## src/rtl/mem_port_arbiter.sv

```systemverilog
// rtl/mem_port_arbiter.sv - fetch/load-store arbiter for a single-ported fixed-latency memory
module mem_port_arbiter #(
   parameter int XLEN         = 32,
   parameter int MEM_LATENCY  = 2,
   parameter int STARVE_LIMIT = 4
) (
   input  logic            clk_i,
   input  logic            rst_i,
   input  logic            if_req_i,
   input  logic [XLEN-1:0] if_addr_i,
   output logic [XLEN-1:0] if_rdata_o,
   output logic            if_valid_o,
   input  logic            d_req_i,
   input  logic            d_we_i,
   input  logic [XLEN-1:0] d_addr_i,
   input  logic [XLEN-1:0] d_wdata_i,
   output logic [XLEN-1:0] d_rdata_o,
   output logic            d_valid_o,
   output logic            d_err_o,
   output logic            mem_req_o,
   output logic            mem_we_o,
   output logic [XLEN-1:0] mem_addr_o,
   output logic [XLEN-1:0] mem_wdata_o,
   input  logic [XLEN-1:0] mem_rdata_i,
   output logic            busy_o
);

   localparam int CW = (MEM_LATENCY > 1) ? $clog2(MEM_LATENCY) : 1;
   localparam int SW = $clog2(STARVE_LIMIT + 1);
   localparam logic [CW-1:0] CNT_LOAD = CW'(MEM_LATENCY - 1);
   localparam logic [SW-1:0] LIMIT    = SW'(STARVE_LIMIT);

   typedef enum logic [1:0] {IDLE, ISSUE, WAIT, RESP} state_t;

   state_t        state, state_next;
   logic [CW-1:0] cnt;
   logic [SW-1:0] streak;
   logic          own_data;
   logic          acc_we;
   logic          grant_any;
   logic          grant_data;
   logic          misaligned;

   // Arbitration and next-state: data wins unless the fetch has waited STARVE_LIMIT data grants.
   always_comb begin
      state_next = state;
      grant_any  = 1'b0;
      grant_data = 1'b0;
      misaligned = 1'b0;
      case (state)
         IDLE: begin
            if (d_req_i || if_req_i) begin
               grant_any  = 1'b1;
               grant_data = d_req_i && (!if_req_i || (streak < LIMIT));
               misaligned = grant_data && (d_addr_i[1:0] != 2'b00);
               state_next = misaligned ? RESP : ISSUE;
            end
         end
         ISSUE:   state_next = WAIT;
         WAIT:    if (cnt == '0) state_next = RESP;
         RESP:    state_next = IDLE;
         default: state_next = IDLE;
      endcase
   end

   // State register plus all registered outputs; pulses default low every cycle.
   always_ff @(posedge clk_i or posedge rst_i) begin
      if (rst_i) begin
         state       <= IDLE;
         cnt         <= '0;
         streak      <= '0;
         own_data    <= 1'b0;
         acc_we      <= 1'b0;
         if_rdata_o  <= '0;
         if_valid_o  <= 1'b0;
         d_rdata_o   <= '0;
         d_valid_o   <= 1'b0;
         d_err_o     <= 1'b0;
         mem_req_o   <= 1'b0;
         mem_we_o    <= 1'b0;
         mem_addr_o  <= '0;
         mem_wdata_o <= '0;
         busy_o      <= 1'b0;
      end else begin
         state      <= state_next;
         busy_o     <= (state_next != IDLE);
         mem_req_o  <= 1'b0;
         mem_we_o   <= 1'b0;
         if_valid_o <= 1'b0;
         d_valid_o  <= 1'b0;
         d_err_o    <= 1'b0;
         case (state)
            IDLE: begin
               if (grant_any) begin
                  own_data   <= grant_data;
                  acc_we     <= grant_data && d_we_i;
                  mem_addr_o <= grant_data ? d_addr_i : if_addr_i;
                  if (grant_data) mem_wdata_o <= d_wdata_i;
                  if (grant_data && if_req_i) begin
                     if (streak < LIMIT) streak <= streak + 1'b1;
                  end else begin
                     streak <= '0;
                  end
                  if (misaligned) begin
                     d_valid_o <= 1'b1;
                     d_err_o   <= 1'b1;
                  end else begin
                     mem_req_o <= 1'b1;
                     mem_we_o  <= grant_data && d_we_i;
                  end
               end
            end
            ISSUE: cnt <= CNT_LOAD;
            WAIT: begin
               if (cnt == '0) begin
                  if (own_data) begin
                     d_valid_o <= 1'b1;
                     if (!acc_we) d_rdata_o <= mem_rdata_i;
                  end else begin
                     if_valid_o <= 1'b1;
                     if_rdata_o <= mem_rdata_i;
                  end
               end else begin
                  cnt <= cnt - 1'b1;
               end
            end
            default: ;
         endcase
      end
   end

endmodule

```

## config.mk

```make
export PLATFORM = sky130hd
export DESIGN_NAME = mem_port_arbiter
export DESIGN_NICKNAME = d
export VERILOG_FILES = /design/src/rtl/mem_port_arbiter.sv
export SDC_FILE = /design/constraint.sdc
export NUM_CORES = 1
export LEC_CHECK = 0
export ABC_AREA = 1
export CAP_MARGIN = 20
export CELL_PAD_IN_SITES_DETAIL_PLACEMENT = 1
export CELL_PAD_IN_SITES_GLOBAL_PLACEMENT = 1
export CORE_UTILIZATION = 40
export DETAILED_ROUTE_END_ITERATION = 16
export DONT_BUFFER_PORTS = 1
export HOLD_SLACK_MARGIN = 0.03
export PLACE_DENSITY_LB_ADDON = 0.1
export SYNTH_ARGS = -nofsm -noshare
export SYNTH_HDL_FRONTEND = slang
export SYNTH_SLANG_ARGS = --single-unit
```

## constraint.sdc

```tcl
create_clock -name clk_i -period 12.1 [get_ports clk_i]
set_input_delay 1.21 -clock clk_i [delete_from_list [all_inputs] [get_ports clk_i]]
set_output_delay 1.21 -clock clk_i [all_outputs]
set_load 0.005 [all_outputs]
```

-- Word level (Yosys, flattened, before mapping)
Index checks and enable logic that the tools add are counted.
Widths: inputs -> output; s select.
- register bits: 142
- input bits: 133
- output and inout port bits: 134
- word-level logic and storage cells: 71
- add/sub/neg operators: 2
- order comparisons: 1
- equality and inequality tests: 4
- muxes and demuxes: 30
- bitwise operators: 3
- reduce and logical (&&, ||, !) cells: 16
- operators by type and width (cell ; count):
    $mux 32 ; 1
    $mux 1 ; 21
    $reduce_and 3->1 ; 3
    $pmux 2 s4 ; 1
    $mux 2 ; 3
    $mux 3 ; 2
    $reduce_bool 2->1 ; 3
    $eq 2x2->1 const B ; 2
    $logic_and 1x1->1 ; 4
    $pmux 1 s2 ; 2
    $reduce_and 4->1 ; 1
    $add 3x1->3 const B ; 1
    $lt 3x3->1 const B ; 1
    $not 1->1 ; 3
    $eq 2x1->1 const B ; 1
    $logic_not 2->1 ; 1
    $logic_or 1x1->1 ; 2
    $ne 2x1->1 const B ; 1
    $reduce_and 2->1 ; 1
    $logic_not 1->1 ; 1
    $sub 1x1->1 const B ; 1

-- Longest topological paths before layout
Gate-level depths: netlist of the first run.
- depth after elaboration: 9
- gate-level depth with buffers: 9
- gate-level depth less buffers: 7

-- Worst setup path after synthesis of the first run
No wires, ideal clock.
- kind: input port to flip-flop
- from: input port d_req_i
- to: register mem_addr_o[0]
- setup time: 0.118 ns
- data arrival time: 1.912 ns
- data required time: 11.982 ns
- slack: 10.070 ns
- cell stages on the path: 5
- buffers on the path: 2
- cell sequence: buf_2 -> clkbuf_1 -> nand3_1 -> nand3_1 -> nand2_1
- cells in the longest elaborated chain, start to end: 4
- elaborated cells between the ends (all ways): 8
- classes of those cells: mux (5); reduce/logical (3)
- ends and longest elaborated chain (what ; RTL line ; source):
    from (decl) ; 13 ; input logic d_req_i,
    $logic_and 1x1->1 or $logic_or 1x1->1 (tied branches) ; 54, 52 ;
    $mux 1 ; 52 ; if (d_req_i || if_req_i) begin
    $mux 1 ; 50 ; case (state)
    $mux 32 or $reduce_and 2->1 (tied branches) ; -- ;
    to (signal assigned) ; 97 ; mem_addr_o <= grant_data ? d_addr_i : if_addr_i;
    to (decl) ; 22 ; output logic [XLEN-1:0] mem_addr_o,
Several ways; a longest one is shown, not always the timed one.
A chain may end at the register's enable or synchronous reset.

-- Worst setup path after layout of the first run
- from: input port if_req_i
- to: register mem_addr_o[29]
- cells in the longest elaborated chain, start to end: 6
- elaborated cells between the ends (all ways): 10
- classes of those cells: mux (5); reduce/logical (5)
- ends and longest elaborated chain (what ; RTL line ; source):
    from (decl) ; 9 ; input logic if_req_i,
    $logic_not 1->1 ; 54 ; grant_data = d_req_i && (!if_req_i || (streak < LIMIT));
    $logic_or 1x1->1 ; 54 ;
    $logic_and 1x1->1 ; 54 ;
    $mux 1 ; 52 ;
    $mux 1 ; 50 ;
    $mux 32 ; 97 ;
Several ways; a longest one is shown, not always the timed one.

==> metrics.md, run 1 <==
| Metric | Value |
|---|---|
| Status | complete, no violations |
| Post-synthesis mux area share | 0% |
| Fin nets | 804 |
| DRT iter0 DRCs | between 200 and 300 |
| Fin area | ~6700 µm² |
| Share of cells above drive strength 1 | under 10% |
| FP Rows | 44 |
| Async set or reset register ratio after synthesis | 100% |
| Synth Area in Compound Gates | 6.22% |
| ANT nets after route | 0 |
| Max-slew headroom | ~30% |
| Highest clock rate | approximately 420 MHz |
| Initial antenna violation count | 0 |
| Area grow syn2layout | 11.1% |
| Post-synth EDFFs | 0 |
| Pwr Total | 1850 µW |
| CTS Hold Bufs | 0 |
| GRT overflow | 0 |
| Period utilization | around a fifth |
| RSZ-0062 raised after global routing | false |
| Layout Utilization | a little under half |
| Yosys reg bits | 142 |
| Sw frac | a little over a third |
| Post-synth top area cell | dfrtp_1 |
| VDD IR max | 106 µV |
| Core Area | around 15,000 µm² |
| Critical path class | input pin to flop |
| Clk_lat worst skew | 420 ps |
| Internal power | 1180 µW |
| Post-detail-place hpwl | between 10,000 and 15,000 µm |
| Xor and xnor area share after synthesis | 0.146% |
| Synth Instances | 683 |
| # DRC | 0 |
| Logic pwr share | 21.7% |
| Die H | 124 µm |
| TritonCTS Buffers | 17 |
| Main area contributors after synthesis | dfrtp_1 59%, nand2_1 17%, o21ai_0 4.9% |
| Max Root-Sink Buffers | 2 |
| Synth top cells by count | 266 x nand2_1, 142 x dfrtp_1, 78 x inv_1 |
| Largest family of logic cells by synthesized area | simple AND/OR/NAND/NOR gates |
| Setup Viol. Count Final | 0 |
| PostCTS Resize Cnt | 0 |
| Yosys top cell area share | approximately three fifths |
| Critical Path Fanout Max | 65 |
| Initial core utilization | roughly 41% |
| Clock share of power | 29.5% |
| Data required, critical path | approximately 12,000 ps |
| Seq pwr share | between 40% and 50% |
| Final Hold Viols | 0 |
| CTS tree | yes |
| DR vias | approximately 4,400 |
| Pleak | around 0.0036 µW |
| WL/cell | 18.0 µm |
| Setup_tns | 0 ps |
| PD cells | 278 nW/µm² |
| GRT Overall Usage | 21.4% |
| Startpoint types | input pin |
| Number of global-route vias before repair | 4,837 |
| Largest net degree at the start of global routing | 79 |
| Most frequent cell after synthesis | nand2_1 |
| Synth unique cells | 23 |
| CTS clock-pin slew for the worst setup and hold paths | about 60 ps |
| Hold Crit Class | flop to flop |
| H-tree Lvls | 4 |
| Slew Limit Fails | 0 |
| I/O Buffers | 0 |
| Synth Cell Area | about 6000 µm² |
| Chip width | 124 µm |
| Seq/Total Area, Yosys | between 50% and 60% |
| First-pass GRT wire length | around 26,000 µm |
| Syn Nets | between 800 and 900 |
| Placer Congestion | roughly 0.8 |
| Post-synth top flop | dfrtp_1 |
| 1st-pass router iterations | 4 |
| Post-CTS setup buffers | 0 |
| TritonCTS Sinks | approximately 140 |
| Antenna Cells | 0 |
| Number of vias per cell | between 5 and 6 |
| Post-Synth Simple-Gate Area | approximately 25% |
| Post-layout minimum cycle time | between 2000 and 2500 ps |
| Switch Pwr | roughly 670 µW |
| Worst endpoint data arrival time | ~2700 ps |
| Synthesized-area fraction occupied by adder cells | less than 1% |
| CTS root buffer | clkbuf_16 |
| YS warnings | 0 |
| CP Capture Type | flop |
| WHS | between 500 and 600 ps |
| Layout fillers | 1,691 |
| Drt total wl | approximately 16,000 µm |
| Worst-margin pin slew | a little over 1000 ps |
| Clock Skews | 9.13 ps |
| Die footprint | around 15,000 µm² |
| Placed Area | a little over 6000 µm² |
| Syn avg cell area | 8.77 µm² |
| IO Pins | around 270 |
| Max Cap Viol | 0 |
area by class of cell:
cell class	instances	area, µm²	area share, %
clock buffers	18	439	6.60
clock inverters	14	179	2.69
inverters	80	305	4.59
multi-input cells	424	1930	28.9
flip-flops and latches	142	3550	53.4
well taps	184	230	3.46
repair buffers	3	22.5	0.338
sequential cells by signal (all words and copies together), names as in the netlist:
| signal | cells |
|---|---|
| d_rdata_o | 32 |
| if_rdata_o | 32 |
| mem_addr_o | 32 |
| mem_wdata_o | 32 |
| streak | 3 |
| state | 2 |
| acc_we | 1 |
| busy_o | 1 |
| cnt | 1 |
| d_err_o | 1 |
| d_valid_o | 1 |
| if_valid_o | 1 |
| mem_req_o | 1 |
| mem_we_o | 1 |
| own_data | 1 |
placed cells by master (no fill, tap or decap):
master	count
nand2_1	266
dfrtp_1	142
inv_1	77
o21ai_0	59
nand3_1	37
nand3b_1	30
clkbuf_16	17
o21ai_1	10
nor2_1	9
inv_6	6
clkinv_4	4
ha_1	3
bufinv_16	3
buf_4	3
nand3_2	2
inv_2	2
clkinv_2	2
nand4_1	1
o21ai_4	1
nand2_2	1
nor2_4	1
nand4_4	1
xnor2_1	1
o22ai_1	1
a21oi_1	1
clkbuf_8	1
path summary, 6_finish.rpt:
| check | startpoint | to | slack (ps) | cells after the start |
|---|---|---|---|---|
| worst max-delay path | if_req_i | mem_addr_o[29]$_DFFE_PP0P_ | 9710 | 6 |
| worst min register to register | mem_addr_o[11]$_DFFE_PP0P_ | mem_addr_o[11]$_DFFE_PP0P_ | 500 | 2 |
| max in group asynchronous | rst_i | d_rdata_o[5]$_DFFE_PP0P_ | 9980 | 2 |
| min in group asynchronous | rst_i | mem_wdata_o[10]$_DFFE_PP0P_ | 730 | 1 |
| worst max register to register | state[0]$_DFF_PP0_ | d_rdata_o[2]$_DFFE_PP0P_ | 10040 | 4 |
| worst min-delay path | mem_addr_o[11]$_DFFE_PP0P_ | mem_addr_o[11]$_DFFE_PP0P_ | 500 | 2 |
per-stage QoR:
step	worst slack, ps	cells
floorplan	7080	683
global placement	9340	833
detailed placement	9270	833
CTS	9720	865
global route	9570	865
finish	9710	865
kinds of logic after synthesis:
| logic type | Yosys count |
|---|---|
| AOI/OAI and AO/OA | 72 |
| and+or+nand+nor | 348 |
| xor gates and xnor gates | 1 |
| adders and majority gates | 3 |
| DFF | 142 |
| buffers and inverters | 117 |
power by group through the flow:
stage | registers (µW) | clock network (µW) | logic, µW
2_1_floorplan | 840 | 0 | 349
3_3_place_gp | 910 | 0 | 382
3_5_place_dp | 912 | 0 | 414
4_1_cts | 908 | 559 | 413
5_1_grt | 930 | 581 | 489
6_report | 902 | 547 | 403
critical path, stage by stage:
cell     delay, ps
nand2_2        350
nand3_2        210
buf_4          580
nand2_1        150
nand3_1        110
nand2_1         50
per-layer routing:
metal  global-route usage (%)  wire, µm  share of wire (%)  vias up
li1                         -         -                  -     2076
met1                     25.5      6420                 41     2155
met2                     34.9      7620                 49      180
met3                     8.46      1300                8.3       18
met4                     7.44       260                1.7        0
met5                        0         0                  0        -
Power figures use the tool's default switching activity.
==> run 2: changes to the inputs <==
==> constraint.sdc (replaced) <==
create_clock -name clk_i -period 2.5 [get_ports clk_i]
set_input_delay 0.25 -clock clk_i [delete_from_list [all_inputs] [get_ports clk_i]]
set_output_delay 0.25 -clock clk_i [all_outputs]
set_load 0.005 [all_outputs]
==> metrics.md, run 2 (same netlist as run 1, synthesis figures left out) <==
| Metric | Value |
|---|---|
| Largest net degree at the start of global routing | 83 (+5.1%) |
| RSZ-0062 raised after global routing | false |
| DR vias | 4,741 (+7.0%) |
| Seq pwr share | 48.2% (-0.5 points) |
| Worst endpoint data arrival time | 2380 ps (-320 ps) |
| PD cells | 1240 nW/µm² (+350%) |
| Register area | 3550 µm² (unchanged) |
| Commonest non-fill, non-tap cell in the layout | nand2_1 |
| Final Hold Viols | 0 (unchanged) |
| Clk_lat worst skew | 420 ps (about the same) |
| Number of global-route vias before repair | 5,167 (+6.8%) |
| Number of vias per cell | 5.08 (-0.86%) |
| Worst Setup EP | d_rdata_o[19]$_DFFE_PP0P_ |
| Setup Viol. Count Final | 0 (unchanged) |
| Clock share of power | 28.5% (-1.0 points) |
| 1st-pass router iterations | 4 (unchanged) |
| Logic pwr share | 23.3% (+1.6 points) |
| Setup_tns | 0 ps (unchanged) |
| Placed Area | 6080 µm² (+0.77%) |
| ANT nets after route | 0 (unchanged) |
| Worst-margin pin slew | 1010 ps (-26.9 ps) |
| Placer Congestion | 0.744 (-6.6%) |
| I/O Buffers | 0 (unchanged) |
| IO Pins | 267 (unchanged) |
| First-pass GRT wire length | 27,500 µm (+6.3%) |
| Fin area | 7350 µm² (+10%) |
| DRT iter0 DRCs | 235 (-6.4%) |
| Core Area | 14,600 µm² (unchanged) |
| Post-layout minimum cycle time | 2080 ps |
| Share of cells above drive strength 1 | 6.27% (-0.19 points) |
| Pleak | 0.00389 µW (+7.8%) |
| Hold Crit Class | input pin to flop |
| CTS root buffer | clkbuf_16 |
| Internal power | 5740 µW (+390%) |
| Max Cap Viol | 0 (unchanged) |
| Area grow syn2layout | 22.7% |
| # DRC | 0 (unchanged) |
| Die H | 124 µm (unchanged) |
| FF-to-FF End | d_rdata_o[19]$_DFFE_PP0P_ |
| Die footprint | 15,500 µm² (unchanged) |
| CTS tree | yes |
| WL/cell | 17.9 µm (-0.51%) |
| GRT overflow | 0 (unchanged) |
| Final worst slack | 420 ps (-9290 ps) |
| Switch Pwr | 3350 µW (+400%) |
| Initial core utilization | 41.1% (unchanged) |
| H-tree Lvls | 4 (unchanged) |
| CP Capture Type | flop |
| Critical path class | flop to flop |
| Most frequent cells in the layout | 266 x nand2_1, 142 x dfrtp_1, 77 x inv_1 |
| Layout fillers | 1,683 (-0.47%) |
| Beginning of the critical path | state[0]$_DFF_PP0_ |
| R2r setup slk | 420 ps (-9620 ps) |
| Post-route insts no fill | 934 (+8.0%) |
| Max Root-Sink Buffers | 2 (unchanged) |
| Initial antenna violation count | 0 (unchanged) |
| DP Worst Slack | 477 ps (-8790 ps) |
| Critical R2R Launch | state[0]$_DFF_PP0_ |
| Status | complete, no violations |
| Max-slew headroom | 32.4% (+1.8 points) |
| Data required, critical path | 2800 ps (-9610 ps) |
| Sw frac | 36.9% (+0.63 points) |
| TritonCTS Buffers | 17 (unchanged) |
| Clock Skews | 9.55 ps (+0.421 ps) |
| Highest clock rate | about 480 MHz |
| CTS clock-pin slew for the worst setup and hold paths | 60 ps (about the same) |
| Area of the multi-input gates | 1930 µm² (unchanged) |
| Startpoint types | flop |
| Period utilization | between 80% and 90% |
| Critical Path Fanout Max | 64 (-1.5%) |
| Placed insts | 836 (+0.36%) |
| Antenna Cells | 0 (unchanged) |
| TritonCTS Sinks | 142 (unchanged) |
| Slew Limit Fails | 0 (unchanged) |
| FP Rows | 44 (unchanged) |
| Fin nets | 873 (+8.6%) |
| Drt total wl | 16,800 µm (+7.4%) |
| Cells on worst reg2reg path | 4 (unchanged) |
| Chip width | 124 µm (unchanged) |
| GRT Overall Usage | 22.4% (+1.1 points) |
| VDD IR max | 480 µV (+350%) |
| PostCTS Resize Cnt | 0 (unchanged) |
| Post-detail-place hpwl | 10,600 µm (-0.81%) |
==> run 2: critical path: stages (launching register included) <==
cell and delay, ps:
dfrtp_1 360, inv_1 100, ha_1 320, nand4_4 680, o21ai_0 460
==> run 2: what timing repair did <==
item                                   CTS  global route
buffers inserted                         0             0
hold buffers                            66             0
endpoints found under the hold margin  108             0
==> run 2: layout make-up <==
type                       instances  area share [%]
clock buffer                      19            6.16
multi-input combinational        424            26.2
timing repair buffer              72            9.94
sequential                       142            48.3
clock inverter                    13            2.08
tap                              184            3.13
inverter                          80            4.14
==> run 2: how the worst min path moves through the flow <==
stage	from	to	slack [ps]	cells past startpoint
finish	if_addr_i[14]	mem_addr_o[14]$_DFFE_PP0P_	50	4
global route	if_addr_i[14]	mem_addr_o[14]$_DFFE_PP0P_	50	4
CTS	if_addr_i[14]	mem_addr_o[14]$_DFFE_PP0P_	30	4
detailed placement	rst_i	if_rdata_o[3]$_DFFE_PP0P_	110	1
global placement	rst_i	if_rdata_o[3]$_DFFE_PP0P_	110	1
floorplan	d_wdata_i[0]	mem_wdata_o[0]$_DFFE_PP0P_	360	2
==> run 2: metal layers <==
layer,wire [µm],track usage [%]
met1,6970,26.6
met2,8210,37.4
met3,1200,7.26
met4,378,9.14
met5,0,0
==> run 2: stage by stage <==
stage	utilization, %	hold slack, ps	total power [µW]
floorplan	-	360	5750
global placement	41.7	111	6300
detailed placement	41.7	108	6460
CTS	50.4	30.4	9180
global route	50.4	47.0	9740
finish	50.4	46.1	9100
==> run 2: power groups by stage <==
stage	combinational [µW]	clock (µW)	sequential (µW)
2_1_floorplan	1690	0	4070
3_3_place_gp	1880	0	4420
3_5_place_dp	2040	0	4420
4_1_cts	2120	2660	4400
5_1_grt	2490	2740	4520
6_report	2120	2600	4390
==> run 3: changes to the inputs <==
==> constraint.sdc (replaced) <==
create_clock -name clk_i -period 2 [get_ports clk_i]
set_input_delay 0.2 -clock clk_i [delete_from_list [all_inputs] [get_ports clk_i]]
set_output_delay 0.2 -clock clk_i [all_outputs]
set_load 0.005 [all_outputs]
==> metrics.md, run 3 (same netlist as run 1, synthesis figures left out) <==
| Metric | Value |
|---|---|
| Internal power | 7170 µW (+25%) |
| Worst endpoint data arrival time | 2040 ps (-340 ps) |
| Seq pwr share | 48.0% (-0.2 points) |
| CP Capture Type | flop |
| Period utilization | 87.0% (+3.8 points) |
| ANT nets after route | 0 (unchanged) |
| # DRC | 0 (unchanged) |
| PD cells | 1430 nW/µm² (+16%) |
| H-tree Lvls | 4 (unchanged) |
| Max-slew headroom | 43.1% (+11 points) |
| Commonest non-fill, non-tap cell in the layout | nand2_1 |
| FP Rows | 44 (unchanged) |
| Post-layout minimum cycle time | 1740 ps (-341 ps) |
| Highest clock rate | 575 MHz (+20%) |
| Placed insts | 845 (+1.1%) |
| Clock share of power | 27.1% (-1.4 points) |
| Most used cell, CP | nand2_1 |
| Pleak | 0.00417 µW (+7.3%) |
| Core Area | 14,600 µm² (unchanged) |
| Fin nets | 938 (+7.4%) |
| I/O Buffers | 0 (unchanged) |
| Clock Skews | 13.7 ps (+4.16 ps) |
| Area grow syn2layout | 33.2% |
| DR vias | 5,041 (+6.3%) |
| Final Hold Viols | 0 (unchanged) |
| TritonCTS Buffers | 17 (unchanged) |
| Pwr Total | 11,400 µW (+26%) |
| Slowest CP cell | buf_4 |
| Max Root-Sink Buffers | 2 (unchanged) |
| Initial antenna violation count | 0 (unchanged) |
| Critical Path Fanout Max | 48 (-25%) |
| VDD IR max | 774 µV (+61%) |
| RSZ-0062 raised after global routing | false |
| Worst path max stage delay | 450 ps (-230 ps) |
| Chip width | 124 µm (unchanged) |
| DRT iter0 DRCs | 196 (-17%) |
| Number of vias per cell | 5.05 (-0.59%) |
| Die footprint | 15,500 µm² (unchanged) |
| Startpoint types | flop |
| WL/cell | 18.1 µm (+0.92%) |
| Share of cells above drive strength 1 | 6.99% (+0.73 points) |
| Data required, critical path | 2300 ps (-500 ps) |
| Setup Viol. Count Final | 0 (unchanged) |
| Switch Pwr | 4270 µW (+27%) |
| Post-route insts no fill | 999 (+7.0%) |
| TritonCTS Sinks | 142 (unchanged) |
| Logic pwr share | 24.8% (+1.5 points) |
| Worst-margin pin slew | 850 ps (-161 ps) |
| Drt total wl | 18,100 µm (+7.9%) |
| CTS clock-pin slew for the worst setup and hold paths | 60 ps (about the same) |
| IO Pins | 267 (unchanged) |
| Placer Congestion | 0.758 (+1.9%) |
| Most frequent cells in the layout | 266 x nand2_1, 142 x dfrtp_1, 121 x dlygate4sd3_1 |
| Antenna Cells | 0 (unchanged) |
| Number of global-route vias before repair | 5,661 (+9.6%) |
| Setup_tns | 0 ps (unchanged) |
| CTS tree | yes |
| Sw frac | 37.3% (+0.46 points) |
| Critical path class | flop to flop |
| CTS root buffer | clkbuf_16 |
| Post-CTS setup buffers | 0 (unchanged) |
| 1st-pass router iterations | 6 (+2) |
| Max Cap Viol | 0 (unchanged) |
| Status | complete, no violations |
| Largest net degree at the start of global routing | 49 (-41%) |
| Slew Limit Fails | 0 (unchanged) |
| PostCTS Resize Cnt | 0 (unchanged) |
| First-pass GRT wire length | 29,500 µm (+7.2%) |
| Clk_lat worst skew | 420 ps (about the same) |
| Die H | 124 µm (unchanged) |
| GRT Overall Usage | 24.1% (+1.7 points) |
| Critical Path, Cell by Cell | inv_1 -> ha_1 -> nand3_2 -> buf_4 -> nand2_1 -> nand3_1 -> nand2_1 |
| CTS Hold Bufs | 122 (+85%) |
| Post-detail-place hpwl | 11,100 µm (+5.2%) |
| Hold Crit Class | input pin to flop |
| GRT overflow | 0 (unchanged) |
| Initial core utilization | 41.1% (unchanged) |
==> run 3: changes by cell type in the layout (fill, tap and decap cells not counted) <==
cell	previous run	this run
clkinv_2	1	2
buf_12	2	4
dlygate4sd3_1	66	121
buf_4	4	12
bufinv_16	2	1
clkinvlp_4	3	2
inv_6	5	6
==> run 3: metal layers <==
metal | up-vias | GRT usage [%] | wire length (µm)
li1 | 2351 | - | -
met1 | 2455 | 27.6 | 7280
met2 | 198 | 41.2 | 9060
met3 | 37 | 8.08 | 1310
met4 | 0 | 9.78 | 438
met5 | - | 0 | 0
==> run 3: metrics by stage <==
stage,util [%],hold slack (ps),area (µm²),worst slack [ps]
floorplan,-,310,5990,22.9
global placement,42.3,18.5,6160,367
detailed placement,42.3,19.0,6160,268
CTS,54.7,30.0,7980,256
global route,54.7,45.0,7980,101
finish,54.7,39.0,7980,260
==> run 3: path summary, 6_finish.rpt <==
| check | from | endpoint | slack [ps] | depth (start not counted) |
|---|---|---|---|---|
| min in group asynchronous | rst_i | d_rdata_o[7]$_DFFE_PP0P_ | 200 | 2 |
| hold / removal | d_addr_i[16] | mem_addr_o[16]$_DFFE_PP0P_ | 40 | 3 |
| setup reg to reg | state[1]$_DFF_PP0_ | mem_addr_o[12]$_DFFE_PP0P_ | 260 | 7 |
| setup / recovery | state[1]$_DFF_PP0_ | mem_addr_o[12]$_DFFE_PP0P_ | 260 | 7 |
| hold reg to reg | mem_addr_o[16]$_DFFE_PP0P_ | mem_addr_o[16]$_DFFE_PP0P_ | 510 | 2 |
| max in group asynchronous | rst_i | streak[2]$_DFFE_PP0P_ | 1140 | 3 |
==> run 3: critical path: cells and delay by family (launching register included) <==
kind,cells,cell delay [ps]
adder cells (fa/ha/maj),1,300
flip-flops,1,350
buffers and inverters,2,510
AND/OR/NAND/NOR,4,480
==> run 3: layout make-up <==
type,instances,area (µm²)
clock buffers,19,453
clock inverters,13,129
fillers,1676,6610
inverters,80,304
multi-input cells,424,1930
flip-flops and latches,142,3550
well taps,184,230
repair buffers,137,1380
==> run 3: power by group through the flow <==
stage | Combinational (µW) | Clock, µW | Sequential (µW)
2_1_floorplan | 2110 | 0 | 5080
4_1_cts | 2820 | 3190 | 5500
3_5_place_dp | 2620 | 0 | 5520
3_3_place_gp | 2410 | 0 | 5520
5_1_grt | 3300 | 3290 | 5660
6_report | 2840 | 3100 | 5490
